===== src/rtl/pll_reconfig_sequencer.sv =====
// PLL reconfiguration sequencer: quiesces the hash cores, powers the PLL down,
// loads a new N/M divider pair, powers up, qualifies lock and retries on failure.
//
// Ports:
//   osc_clk   - sole clock
//   reset     - asynchronous active-high reset
//   cfg_valid - new divider request, held by the requester until accepted
//   cfg_n     - requested N divider
//   cfg_m     - requested M divider
//   cfg_ready - request accepted when cfg_valid && cfg_ready at the clock edge
//   pll_lock  - PLL lock indicator
//   pll_n     - PLL N divider (changes only while the PLL is powered down)
//   pll_m     - PLL M divider (changes only while the PLL is powered down)
//   pll_pdn   - 0 = PLL powered down, 1 = running
//   core_en   - hash-core enable
//   busy      - high in every state except RUN and FAULT
//   fault     - sticky lock failure, high only in FAULT
//   retry_cnt - failed lock attempts in the current sequence
//
// Build option:
//   PLL_LOCK_SYNC_EN - when defined, pll_lock passes through a 2-flop
//   synchronizer before the FSM sees it. When undefined, pll_lock is used
//   directly and must already be synchronous to osc_clk.
module pll_reconfig_sequencer #(
  parameter logic [7:0] N_DEFAULT     = 8'h10,
  parameter logic [7:0] M_DEFAULT     = 8'h01,
  parameter int         DRAIN_CYCLES  = 16,
  parameter int         PDN_CYCLES    = 32,
  parameter int         LOCK_TIMEOUT  = 4096,
  parameter int         SETTLE_CYCLES = 256,
  parameter int         MAX_RETRY     = 3
) (
  input  logic       osc_clk,
  input  logic       reset,
  input  logic       cfg_valid,
  input  logic [7:0] cfg_n,
  input  logic [7:0] cfg_m,
  output logic       cfg_ready,
  input  logic       pll_lock,
  output logic [7:0] pll_n,
  output logic [7:0] pll_m,
  output logic       pll_pdn,
  output logic       core_en,
  output logic       busy,
  output logic       fault,
  output logic [3:0] retry_cnt
);

  typedef enum logic [2:0] {
    S_PDN    = 3'd0,
    S_LOAD   = 3'd1,
    S_PWRUP  = 3'd2,
    S_SETTLE = 3'd3,
    S_FAIL   = 3'd4,
    S_RUN    = 3'd5,
    S_FAULT  = 3'd6,
    S_DRAIN  = 3'd7
  } state_t;

  // Counters are loaded with (count - 1) on entry and the state exits in
  // the cycle the counter reads zero, so each timed state lasts exactly
  // its parameter count.
  localparam logic [15:0] DRAIN_LD  = 16'(DRAIN_CYCLES - 1);
  localparam logic [15:0] PDN_LD    = 16'(PDN_CYCLES - 1);
  localparam logic [15:0] TMO_LD    = 16'(LOCK_TIMEOUT - 1);
  localparam logic [15:0] SETTLE_LD = 16'(SETTLE_CYCLES - 1);
  localparam logic [3:0]  RETRY_MAX = 4'(MAX_RETRY);

  state_t      state_q, state_d;
  logic [15:0] cnt_q, cnt_d;
  logic [7:0]  shadow_n_q, shadow_n_d;
  logic [7:0]  shadow_m_q, shadow_m_d;
  logic [7:0]  pll_n_q, pll_n_d;
  logic [7:0]  pll_m_q, pll_m_d;
  logic        pll_pdn_q, pll_pdn_d;
  logic        core_en_q, core_en_d;
  logic        cfg_ready_q, cfg_ready_d;
  logic        busy_q, busy_d;
  logic        fault_q, fault_d;
  logic [3:0]  retry_q, retry_d;
  logic        lock_s;
  logic        accept;

`ifdef PLL_LOCK_SYNC_EN
  logic [1:0] lock_sync_q, lock_sync_d;

  always_comb begin
    lock_sync_d = {lock_sync_q[0], pll_lock};
  end

  always_ff @(posedge osc_clk or posedge reset) begin
    if (reset) begin
      lock_sync_q <= 2'b00;
    end else begin
      lock_sync_q <= lock_sync_d;
    end
  end

  assign lock_s = lock_sync_q[1];
`else
  assign lock_s = pll_lock;
`endif

  // cfg_ready is only ever high in RUN or FAULT, so the handshake alone
  // identifies an acceptable request.
  assign accept = cfg_valid && cfg_ready_q;

  always_comb begin
    state_d    = state_q;
    cnt_d      = (cnt_q != 16'd0) ? cnt_q - 16'd1 : cnt_q;
    shadow_n_d = shadow_n_q;
    shadow_m_d = shadow_m_q;
    pll_n_d    = pll_n_q;
    pll_m_d    = pll_m_q;
    retry_d    = retry_q;

    unique case (state_q)
      S_DRAIN: begin
        if (cnt_q == 16'd0) begin
          state_d = S_PDN;
          cnt_d   = PDN_LD;
        end
      end
      S_PDN: begin
        if (cnt_q == 16'd0) begin
          state_d = S_LOAD;
        end
      end
      S_LOAD: begin
        state_d = S_PWRUP;
        cnt_d   = TMO_LD;
      end
      S_PWRUP: begin
        if (lock_s) begin
          state_d = S_SETTLE;
          cnt_d   = SETTLE_LD;
        end else if (cnt_q == 16'd0) begin
          state_d = S_FAIL;
        end
      end
      S_SETTLE: begin
        if (!lock_s) begin
          state_d = S_FAIL;
        end else if (cnt_q == 16'd0) begin
          state_d = S_RUN;
        end
      end
      S_FAIL: begin
        if (retry_q == RETRY_MAX) begin
          state_d = S_FAULT;
        end else begin
          state_d = S_PDN;
          cnt_d   = PDN_LD;
        end
      end
      S_RUN: begin
        // A new request and a lock loss both restart at DRAIN; the
        // request additionally replaces the shadow values.
        if (accept || !lock_s) begin
          state_d = S_DRAIN;
          cnt_d   = DRAIN_LD;
        end
      end
      S_FAULT: begin
        // Cores are already stopped, so skip the drain.
        if (accept) begin
          state_d = S_PDN;
          cnt_d   = PDN_LD;
        end
      end
    endcase

    if (accept) begin
      shadow_n_d = cfg_n;
      shadow_m_d = cfg_m;
      retry_d    = 4'd0;
    end

    // Dividers are written on LOAD entry, while pll_pdn is already low.
    if (state_d == S_LOAD && state_q != S_LOAD) begin
      pll_n_d = shadow_n_q;
      pll_m_d = shadow_m_q;
    end

    if (state_d == S_FAIL && state_q != S_FAIL) begin
      retry_d = (retry_q == 4'hf) ? retry_q : retry_q + 4'd1;
    end

    if (state_d == S_RUN) begin
      retry_d = 4'd0;
    end

    // Outputs are registered from the next state so they track the
    // state register cycle for cycle.
    pll_pdn_d   = (state_d == S_DRAIN) || (state_d == S_PWRUP) ||
                  (state_d == S_SETTLE) || (state_d == S_RUN);
    core_en_d   = (state_d == S_RUN);
    cfg_ready_d = (state_d == S_RUN) || (state_d == S_FAULT);
    busy_d      = !cfg_ready_d;
    fault_d     = (state_d == S_FAULT);
  end

  always_ff @(posedge osc_clk or posedge reset) begin
    if (reset) begin
      state_q     <= S_PDN;
      cnt_q       <= PDN_LD;
      shadow_n_q  <= N_DEFAULT;
      shadow_m_q  <= M_DEFAULT;
      pll_n_q     <= N_DEFAULT;
      pll_m_q     <= M_DEFAULT;
      pll_pdn_q   <= 1'b0;
      core_en_q   <= 1'b0;
      cfg_ready_q <= 1'b0;
      busy_q      <= 1'b1;
      fault_q     <= 1'b0;
      retry_q     <= 4'd0;
    end else begin
      state_q     <= state_d;
      cnt_q       <= cnt_d;
      shadow_n_q  <= shadow_n_d;
      shadow_m_q  <= shadow_m_d;
      pll_n_q     <= pll_n_d;
      pll_m_q     <= pll_m_d;
      pll_pdn_q   <= pll_pdn_d;
      core_en_q   <= core_en_d;
      cfg_ready_q <= cfg_ready_d;
      busy_q      <= busy_d;
      fault_q     <= fault_d;
      retry_q     <= retry_d;
    end
  end

  assign cfg_ready = cfg_ready_q;
  assign pll_n     = pll_n_q;
  assign pll_m     = pll_m_q;
  assign pll_pdn   = pll_pdn_q;
  assign core_en   = core_en_q;
  assign busy      = busy_q;
  assign fault     = fault_q;
  assign retry_cnt = retry_q;

endmodule

===== config.mk =====
export PLATFORM = sky130hd
export DESIGN_NAME = pll_reconfig_sequencer
export DESIGN_NICKNAME = d
export VERILOG_FILES = /design/src/rtl/pll_reconfig_sequencer.sv
export SDC_FILE = /design/constraint.sdc
export NUM_CORES = 1
export LEC_CHECK = 0
export ABC_AREA = 1
export BUFFER_PORTS_ARGS = -buffer_cell sky130_fd_sc_hd__buf_2
export CORE_MARGIN = 8
export CORE_UTILIZATION = 51
export DETAILED_ROUTE_END_ITERATION = 6
export PLACE_DENSITY_LB_ADDON = 0.05
export SYNTH_ARGS = -nofsm -noshare
export SYNTH_HDL_FRONTEND = slang
export SYNTH_SLANG_ARGS = --single-unit

===== constraint.sdc =====
create_clock -name osc_clk -period 1.9 [get_ports osc_clk]
set_input_delay 0.57 -clock osc_clk [delete_from_list [all_inputs] [get_ports osc_clk]]
set_output_delay 0.57 -clock osc_clk [all_outputs]
set_load 0.01 [all_outputs]

==> results.yml, run 1 <==
run_status:
  status: "complete, no violations"
setup_path:
  start_kind: "flop"
  cp-end-kind: "flop"
  max_stage_delay_ns: 0.53
  crit_chain: "inv_2, ha_4, nand3_4, nor2_1, nand2_1, nand2_1, nand2_2, nand3_4, nor2_4, nor2_8, buf_2, nand3_1, nand2_1"
  critPathMostFrequentCell: "nand2_1"
  cp_slowest_cell: "dfstp_2"
  regToRegStartpoint: "cnt_q[1]$_DFF_PP1_"
  arrival_ns: 2.08
  critPathRequiredTime_ns: 2.14
  critPathKind: "reg -> reg"
  path_max_fanout: 5
  startpoint: "cnt_q[1]$_DFF_PP1_"
finish:
  area_growth_pct: 31.99
  multi_input_area_sq_um: 1465
  nets: 487
  layoutNonFillerInstCount: 544
  final_core_util: 0.6882
  diodes: 0
  layout-drive-gt1-share: 0.3731
  regArea_sq_um: 1518
  final_area_sq_um: 4026
  fillers: 503
grt:
  grt_use_total: 0.1751
  antenna_found_initial: 0
  overflow: 0
  grt_pass1_vias: 2658
  grt_pass1_wl_mm: 12.19
  grt_max_degree: 61
placed_design:
  postPlaceCellArea_sq_um: 3582
  hpwl_mm: 5.150
  place.gp.congestion: 0.8423
  io_buffers: 44
  dp_cells: 519
drt:
  wl_met1_mm: 3.349
  vias: 2712
  ant_nets: 0
  routed_wirelength_mm: 7.452
  wl_met2_mm: 3.787
  dr.max_layer_used: "met4"
  routedWlPerCell_um: 13.70
  wl_met3_um: 182
  first_iter_violations: 114
  drc: 0
  dr.pass1.iters: 4
  routed_via_density: 4.985
floorplan:
  die_area_sq_um: 8712
  ios: 45
  die_y_um: 93.34
  start_util: 0.5214
  core_sq_um: 5851
  die_w_um: 93.34
  rows: 28
sta:
  finClkSkew_ns: 0.01063
  fin_crit_sh: 0.9735
  timing.hold.ws_ns: 0.2956
  finalSetupViolCount: 0
  finalWorstPathRequiredPeriod_ns: 1.850
  slew_headroom: 0.7862
  finalHoldViolations: 0
  report.final.slew_viol_count: 0
  max_freq_mhz: 540.7
  rsz0062_at_grt: "yes"
  worst_slew_pin_slew_ns: 0.3208
cts:
  cts_tree: "done"
  htreeDepth: 3
  clk_pin_slew_worst_paths_ns: 0.07
  cts.sinks: 60
  insertion_delay_ns: 0.34
  cts-root-buf: "clkbuf_8"
  clockBufferDepth: 2
  cts_buffers: 9
power:
  peakVddDrop_v: 0.0005435
  leakagePower_nw: 2.136
  power.density_nw_per_um2: 658.3
logic_synthesis:
  synth_warnings: 0
  yosysSeqAreaShare: 0.4963
  yosysTopAreaCell: "dfrtp_1"
  syn_nets: 397
  yosysTopAreaCellShare: 0.4102
  synth.cell_area_sq_um: 3050
  synth.distinct_cells: 36
  synth_area_leaders: "dfrtp_1 (41%), nand2_1 (14%), dfstp_2 (8.6%), nand3_1 (6.4%), inv_1 (4.7%)"
  ys_seq_elements: 60
  synthCells: 374
  synth.avg_cell_area_sq_um: 8.156
worst_hold_path:
  hold_class: "in -> async"
run:
  drv_cap: 0
==> cells in the mapped netlist <==
library cell  number
o221ai_1           1
o21a_1             1
o21ai_0           15
buf_1              1
inv_1             38
inv_4              1
a41oi_1            1
nor2_1            28
o211ai_1           1
buf_2              1
nor2_8             1
nand2_4            3
nand3b_1           1
nor3_1             3
nand2_1          116
nor3b_1            1
o21ai_2            6
nand3_2            1
o21ai_1            2
nor2_2             9
dfrtp_1           50
nand4_1            8
nand3_4            1
clkbuf_1           2
a31oi_1            2
nor2_4             3
buf_6              2
or2_1              1
xor2_1             6
buf_4              2
dfstp_2           10
ha_1               3
a21oi_1            6
nand3_1           39
nand2_2            3
inv_2              5
==> worst max-delay path: cells and delay by family (launching register included) <==
family                   cells  cell delay [ns]
adder cells (fa/ha/maj)      1             0.16
buffers and inverters        2             0.21
flip-flops                   1             0.53
AND/OR/NAND/NOR             10             0.85
==> registers in the layout, indices dropped and copies added (netlist names) <==
name,count
pll_m,8
fault,1
shadow_n_q,8
shadow_m_q,8
core_en,1
pll_pdn,1
cfg_ready,1
cnt_q,16
pll_n,8
state_q,3
retry_cnt,4
busy,1
==> through the flow <==
| step | TNS (ns) | power (W) | worst slack (ns) |
|---|---|---|---|
| 3_3_place_gp | -2.454 | 0.001404 | -0.1309 |
| 5_1_grt | -0.3024 | 0.002754 | -0.05111 |
| 6_report | 0 | 0.002650 | 0.05043 |
| 4_1_cts | 0 | 0.002677 | 0.005048 |
| 2_1_floorplan | 0 | 0.001365 | 0.01416 |
| 3_5_place_dp | -2.717 | 0.001406 | -0.1705 |
==> area by class of cell <==
cell class / count / area share
inverters: 44 / 0.04319
clock inverters: 4 / 0.01833
repair buffers: 86 / 0.1383
flip-flops and latches: 60 / 0.3769
well taps: 75 / 0.02331
multi-input cells: 263 / 0.3639
clock buffers: 12 / 0.03605
==> report_power, final <==
group,total (W),internal (W),switching [W]
clock,0.00127,0.000775,0.000493
sequential,0.00131,0.00130,0.00000981
combinational,0.0000730,0.0000282,0.0000448
==> routing by layer <==
layer,vias up,GRT usage
li1,1379,-
met1,1281,0.2144
met2,41,0.2850
met3,11,0.04247
met4,0,0.07919
met5,-,0
==> cell families (layout without fill, tap and decap cells) <==
logic type                 Yosys count  in the layout  share of synthesized area
xor gates and xnor gates             6              6                    0.01723
adders and majority gates            3              3                    0.01231
buffers and inverters               52            146                    0.07260
AOI/OAI and AO/OA                   35             35                    0.06973
DFF                                 60             60                     0.4963
and+or+nand+nor                    218            219                     0.3318
==> cells in the final DEF (no fill, tap or decap), types with 2 or more instances in the layout <==
| master | synthesis | layout |
|---|---|---|
| clkbuf_1 | 2 | 2 |
| nand3_2 | 1 | 6 |
| bufinv_16 | 0 | 2 |
| nand2_2 | 3 | 11 |
| dfrtp_2 | 0 | 3 |
| dfrtp_1 | 50 | 47 |
| a21oi_1 | 6 | 6 |
| inv_4 | 1 | 2 |
| nand2_4 | 3 | 3 |
| clkbuf_8 | 0 | 10 |
| buf_2 | 1 | 45 |
| a31oi_1 | 2 | 2 |
| inv_1 | 38 | 34 |
| o21ai_0 | 15 | 14 |
| nor2_4 | 3 | 8 |
| nand3_4 | 1 | 3 |
| nand2_1 | 116 | 108 |
| nor2_2 | 9 | 9 |
| o21ai_2 | 6 | 6 |
| buf_6 | 2 | 3 |
| nor2_1 | 28 | 23 |
| xor2_1 | 6 | 6 |
| buf_4 | 2 | 37 |
| nand3_1 | 39 | 32 |
| o21ai_1 | 2 | 3 |
| nor3_1 | 3 | 3 |
| inv_2 | 5 | 7 |
| dfstp_2 | 10 | 10 |
| nand4_1 | 8 | 8 |
==> what timing repair did <==
| item | 4_1_cts | 5_1_grt |
|---|---|---|
| gates cloned | 0 | 2 |
| pin swaps | 5 | 19 |
| hold buffers | 0 | 0 |
| buffers inserted | 0 | 7 |
| setup endpoints to repair | 22 | 30 |
| gates resized for setup | 11 | 32 |
==> path summary, 6_finish.rpt <==
kind                                              to  slack [ns]  cells past startpoint
max reg2reg                     pll_m[5]$_DFFE_PP0P_        0.05                     13
min reg2reg                     pll_n[4]$_DFFE_PP1P_        0.47                      2
max in group asynchronous         cnt_q[3]$_DFF_PP1_        1.27                      3
max                             pll_m[5]$_DFFE_PP0P_        0.05                     13
min                              cnt_q[14]$_DFF_PP0_        0.30                      3
min in group osc_clk       shadow_m_q[6]$_DFFE_PP0P_        0.42                      3
No activity file was read; power rests on OpenSTA's default activity.
==> run 2, diff against run 1 <==
Settings changed: GPL_TIMING_DRIVEN from default to 0.
==> run 2 against run 1 <==
Sequential power about the same; clock-buffer cell count increased by 1; first-iteration DRC count decreased by 11%; sequential share of layout area decreased by 0.70 points; global-route usage decreased by 0.089 points; the run now ends with setup timing left; critical path depth unchanged; non-clock buffer count decreased by 4; combinational power about the same; core utilization increased by 1.3 points; die area unchanged; wire length increased by 1.6%; fmax decreased by 3.3%.
==> results.yml, run 2 (synthesis gave the netlist of run 1 again) <==
sta:
  worst_slew_pin_slew_ns: 0.4306
  fin_crit_sh: 1.006
  timing.hold.ws_ns: 0.2360
  finalWorstPathRequiredPeriod_ns: 1.912
  finalHoldViolations: 0
  rsz0062_at_grt: "yes"
  report.final.slew_viol_count: 0
  finClkSkew_ns: 0.01199
  max_freq_mhz: 523.0
  setup_slack_ns: -0.01198
  slew_headroom: 0.7124
  finalSetupViolCount: 4
drt:
  routed_via_density: 5.017
  dr.pass1.iters: 5
  dr.max_layer_used: "met4"
  drc: 0
  routed_wirelength_mm: 7.568
  routedWlPerCell_um: 14.04
  wl_met1_mm: 3.307
  wl_met2_mm: 3.828
  wl_met3_um: 319
  first_iter_violations: 101
  vias: 2704
  ant_nets: 0
finish:
  top_register: "cnt_q"
  area_growth_pct: 34.50
  mostFrequentLayoutCells: "nand2_1 (88), dfrtp_1 (47), buf_2 (45)"
  final_common_cell: "nand2_1"
  layout-drive-gt1-share: 0.4138
  largest_register_ffs: 16
  diodes: 0
  nets: 482
cts:
  hold_buffers: 0
  cts-root-buf: "clkbuf_8"
  clk_pin_slew_worst_paths_ns: 0.07
  clockBufferDepth: 2
  cts_buffers: 9
  cts.sinks: 60
  cts_tree: "done"
  insertion_delay_ns: 0.33
  htreeDepth: 3
run:
  drv_cap: 0
setup_path:
  cp-end-kind: "flop"
  arrival_ns: 2.14
  start_kind: "flop"
  critPathRequiredTime_ns: 2.13
  critPathKind: "reg -> reg"
  path_max_fanout: 5
floorplan:
  rows: 28
  ios: 45
  core_sq_um: 5851
  die_area_sq_um: 8712
  start_util: 0.5214
  die_w_um: 93.34
  die_y_um: 93.34
grt:
  grt_pass1_wl_mm: 12.02
  grt_pass1_vias: 2634
  overflow: 0
  grt_max_degree: 61
  antenna_found_initial: 0
  grt_use_total: 0.1742
run_status:
  violations: "setup timing"
  status: "finished, violations left"
power:
  leakagePower_nw: 2.111
  power.density_nw_per_um2: 629.7
  peakVddDrop_v: 0.0004894
  total_power_w: 0.002583
placed_design:
  io_buffers: 44
  hpwl_mm: 4.847
  place.gp.congestion: 0.9029
worst_hold_path:
  hold_class: "in -> async"
[run 2: cell count changes in the layout (fill, tap and decap cells not counted), sizes merged]
cell    previous run  this run
clkbuf            12        15
bufinv             2         1
nand2            123       122
buf               86        80
[run 2: routing by layer]
metal  global-route usage  vias up
met1               0.2127     1265
met3              0.04968       13
li1                     -     1373
met4              0.06846        0
met5                    0        -
met2               0.2832       53
[run 2: report_power, final]
part | internal (W) | total (W) | switching [W]
sequential | 0.00130 | 0.00131 | 0.0000101
clock | 0.000714 | 0.00120 | 0.000488
combinational | 0.0000270 | 0.0000728 | 0.0000458
total | 0.00204 | 0.00258 | 0.000544
[run 2: worst max-delay path, stage by stage, from the launching register on]
cell and delay (ns):
dfrtp_2 0.43, nor2_1 0.14, nand2_1 0.13, nor2_1 0.16, nand2_2 0.10, nand3_1 0.09
nand2_2 0.08, nor2_4 0.12, inv_4 0.07, nor2_8 0.13, nand2_8 0.09, buf_8 0.15
nand2_4 0.05, o21ai_2 0.05
[run 2: final cells by class]
class,instances,area [sq um]
fillers,455,1748
multi-input cells,262,1545
flip-flops and latches,60,1518
repair buffers,74,485.5
inverters,44,178.9
clock buffers,13,168.9
well taps,75,93.84
plain buffers,8,68.82
clock inverters,3,43.79
[run 2: repair_timing]
| item | 4_1_cts | 5_1_grt |
|---|---|---|
| pin swaps | 16 | 20 |
| gates cloned | 2 | 0 |
| endpoints found under the setup margin | 29 | 29 |
| resized for setup | 32 | 51 |
| setup buffers | 9 | 18 |
[run 2: per-stage QoR]
stage	util	std cells	setup TNS, ns	worst slack, ns	area (sq um)
final	0.7012	539	-0.02144	-0.01198	4103
after global routing	0.7012	539	-2.473	-0.1440	4103
after CTS	0.6471	520	-0.1253	-0.04926	3786
after detailed placement	0.5757	493	-9.647	-0.4029	3368
after global placement	0.5757	493	-9.291	-0.3975	3368
after floorplan	-	374	0	0.01416	3054
[run 2: worst paths after layout]
path                                      start                         to  slack, ns  cells past startpoint
setup / recovery             cnt_q[9]$_DFF_PP0_       pll_m[2]$_DFFE_PP0P_      -0.01                     13
hold / removal                            reset        cnt_q[14]$_DFF_PP0_       0.24                      2
setup reg to reg             cnt_q[9]$_DFF_PP0_       pll_m[2]$_DFFE_PP0P_      -0.01                     13
hold reg to reg            pll_m[0]$_DFFE_PP1P_       pll_m[0]$_DFFE_PP1P_       0.46                      2
max in group asynchronous                 reset  shadow_m_q[0]$_DFFE_PP1P_       1.06                      3
min in group osc_clk                   cfg_m[6]  shadow_m_q[6]$_DFFE_PP0P_       0.43                      3
==> run 3, diff against run 2 <==
Settings changed: PLACE_DENSITY_LB_ADDON 0.05 to 0.3.
==> run 3 against run 2 <==
The flow still finishes with violations (setup timing); sequential power barely moved; first-iteration DRC count rose by 140%; total power fell by 0.85%; design area fell by 2.2%; sequential share of layout area rose by 0.84 points; critical endpoint unchanged; highest routed layer unchanged.
==> results.yml, run 3 (synthesis gave the netlist of run 1 again) <==
run_status:
  status: "finished, violations left"
  violations: "setup timing"
cts:
  hold_buffers: 0
  cts_buffers: 9
  clockBufferDepth: 2
  cts_tree: "done"
  clk_pin_slew_worst_paths_ns: 0.07
  cts-root-buf: "clkbuf_8"
  insertion_delay_ns: 0.35
  htreeDepth: 3
  cts.sinks: 60
drt:
  routedWlPerCell_um: 14.08
  routed_via_density: 5.101
  dr.pass1.iters: 4
  drc: 0
  first_iter_violations: 242
  vias: 2739
  ant_nets: 0
  routed_wirelength_mm: 7.561
setup_path:
  reg2reg_depth: 13
  critPathMostFrequentCell: "nand2_4"
  r2r_slack_ns: -0.0006
  max_stage_delay_ns: 0.46
  regToRegStartpoint: "cnt_q[6]$_DFF_PP0_"
  r2r_end: "pll_m[2]$_DFFE_PP0P_"
  crit_chain: "nor2_1, nand2_2, nor2_4, nand2_4, nand2_4, inv_2, nor2_4, inv_4, nor2_8, nand2_4, buf_8, nand2_1, o21ai_2"
  critPathKind: "reg -> reg"
  cp_slowest_cell: "dfrtp_1"
  arrival_ns: 2.14
  critPathRequiredTime_ns: 2.14
  cp-end-kind: "flop"
  path_max_fanout: 6
  start_kind: "flop"
sta:
  setup_slack_ns: -0.0005931
  slew_headroom: 0.6527
  finalSetupViolCount: 1
  max_freq_mhz: 526.2
  fin_crit_sh: 1.000
  rsz0062_at_grt: "yes"
  finalHoldViolations: 0
  finClkSkew_ns: 0.007778
  report.final.slew_viol_count: 0
  finalWorstPathRequiredPeriod_ns: 1.901
  worst_slew_pin_slew_ns: 0.5198
floorplan:
  core_sq_um: 5851
  die_area_sq_um: 8712
  start_util: 0.5214
  rows: 28
  die_w_um: 93.34
  ios: 45
  die_y_um: 93.34
run:
  drv_cap: 0
placed_design:
  postPlaceCellArea_sq_um: 3368
  hpwl_mm: 4.897
  place.gp.congestion: 0.8957
  io_buffers: 44
power:
  total_power_w: 0.002562
  power.density_nw_per_um2: 638.6
  leakagePower_nw: 2.113
  peakVddDrop_v: 0.0004457
finish:
  diodes: 0
  largest_register_ffs: 16
  layout-drive-gt1-share: 0.3831
  mostFrequentLayoutCells: "nand2_1 (103), dfrtp_1 (47), buf_2 (45)"
  area_growth_pct: 31.50
  top_register: "cnt_q"
  final_common_cell: "nand2_1"
  final_area_sq_um: 4011
  nets: 480
grt:
  grt_pass1_wl_mm: 11.70
  grt_use_total: 0.1680
  antenna_found_initial: 0
  grt_max_degree: 61
  overflow: 0
  grt_pass1_vias: 2584
worst_hold_path:
  hold_class: "in -> async"
[run 3: repair_timing]
item | CTS | global route
pin swaps | 12 | 20
gates cloned | 0 | 1
endpoints found under the setup margin | 29 | 30
buffers inserted | 5 | 21
gates resized for setup | 25 | 32
[run 3: area by class of cell]
cell class              instances  area, sq um
fillers                       490         1839
flip-flops and latches         60         1518
multi-input cells             262         1505
repair buffers                 72        460.4
inverters                      44        173.9
clock buffers                   9        123.9
well taps                      75        93.84
clock inverters                 7        75.07
plain buffers                   8        61.31
[run 3: critical path: cells and delay by family (launching register included)]
| family | cells | cell delay, ns |
|---|---|---|
| compound gates | 1 | 0.05 |
| simple gates | 9 | 1.00 |
| buf+inv | 3 | 0.28 |
| flops | 1 | 0.46 |
[run 3: worst max path at each step]
stage                                   start                  endpoint
after floorplan                     cfg_valid      pll_m[1]$_DFFE_PP0P_
after global placement              cfg_valid      pll_m[1]$_DFFE_PP0P_
after global routing       cnt_q[1]$_DFF_PP1_  retry_cnt[0]$_DFFE_PP0P_
after CTS                 cfg_ready$_DFF_PP0_      pll_m[2]$_DFFE_PP0P_
final                      cnt_q[6]$_DFF_PP0_      pll_m[2]$_DFFE_PP0P_
after detailed placement            cfg_valid      pll_m[1]$_DFFE_PP0P_
[run 3: power breakdown]
| group | internal [W] | switching (W) |
|---|---|---|
| Sequential | 0.00130 | 0.00000948 |
| Clock | 0.000614 | 0.000567 |
| Combinational | 0.0000270 | 0.0000463 |
[run 3: metrics by stage]
stage          utilization  std cells  hold slack, ns  worst slack, ns    TNS [ns]
2_1_floorplan            -        374          0.4484          0.01416           0
3_3_place_gp        0.5757        493          0.4522          -0.3890      -9.059
3_5_place_dp        0.5757        493          0.4533          -0.4042      -9.912
4_1_cts             0.6322        514          0.4015         0.002663           0
5_1_grt             0.6856        537          0.2798          -0.1324      -2.295
6_report            0.6856        537          0.2559       -0.0005931  -0.0005931
[run 3: layer usage]
layer / track usage / wire, um / up-vias
met1: 0.2085 / 3274 / 1285
li1: - / - / 1366
met3: 0.05609 / 359 / 15
met5: 0 / 0 / -
met4: 0.05235 / 113 / 0
met2: 0.2691 / 3814 / 73
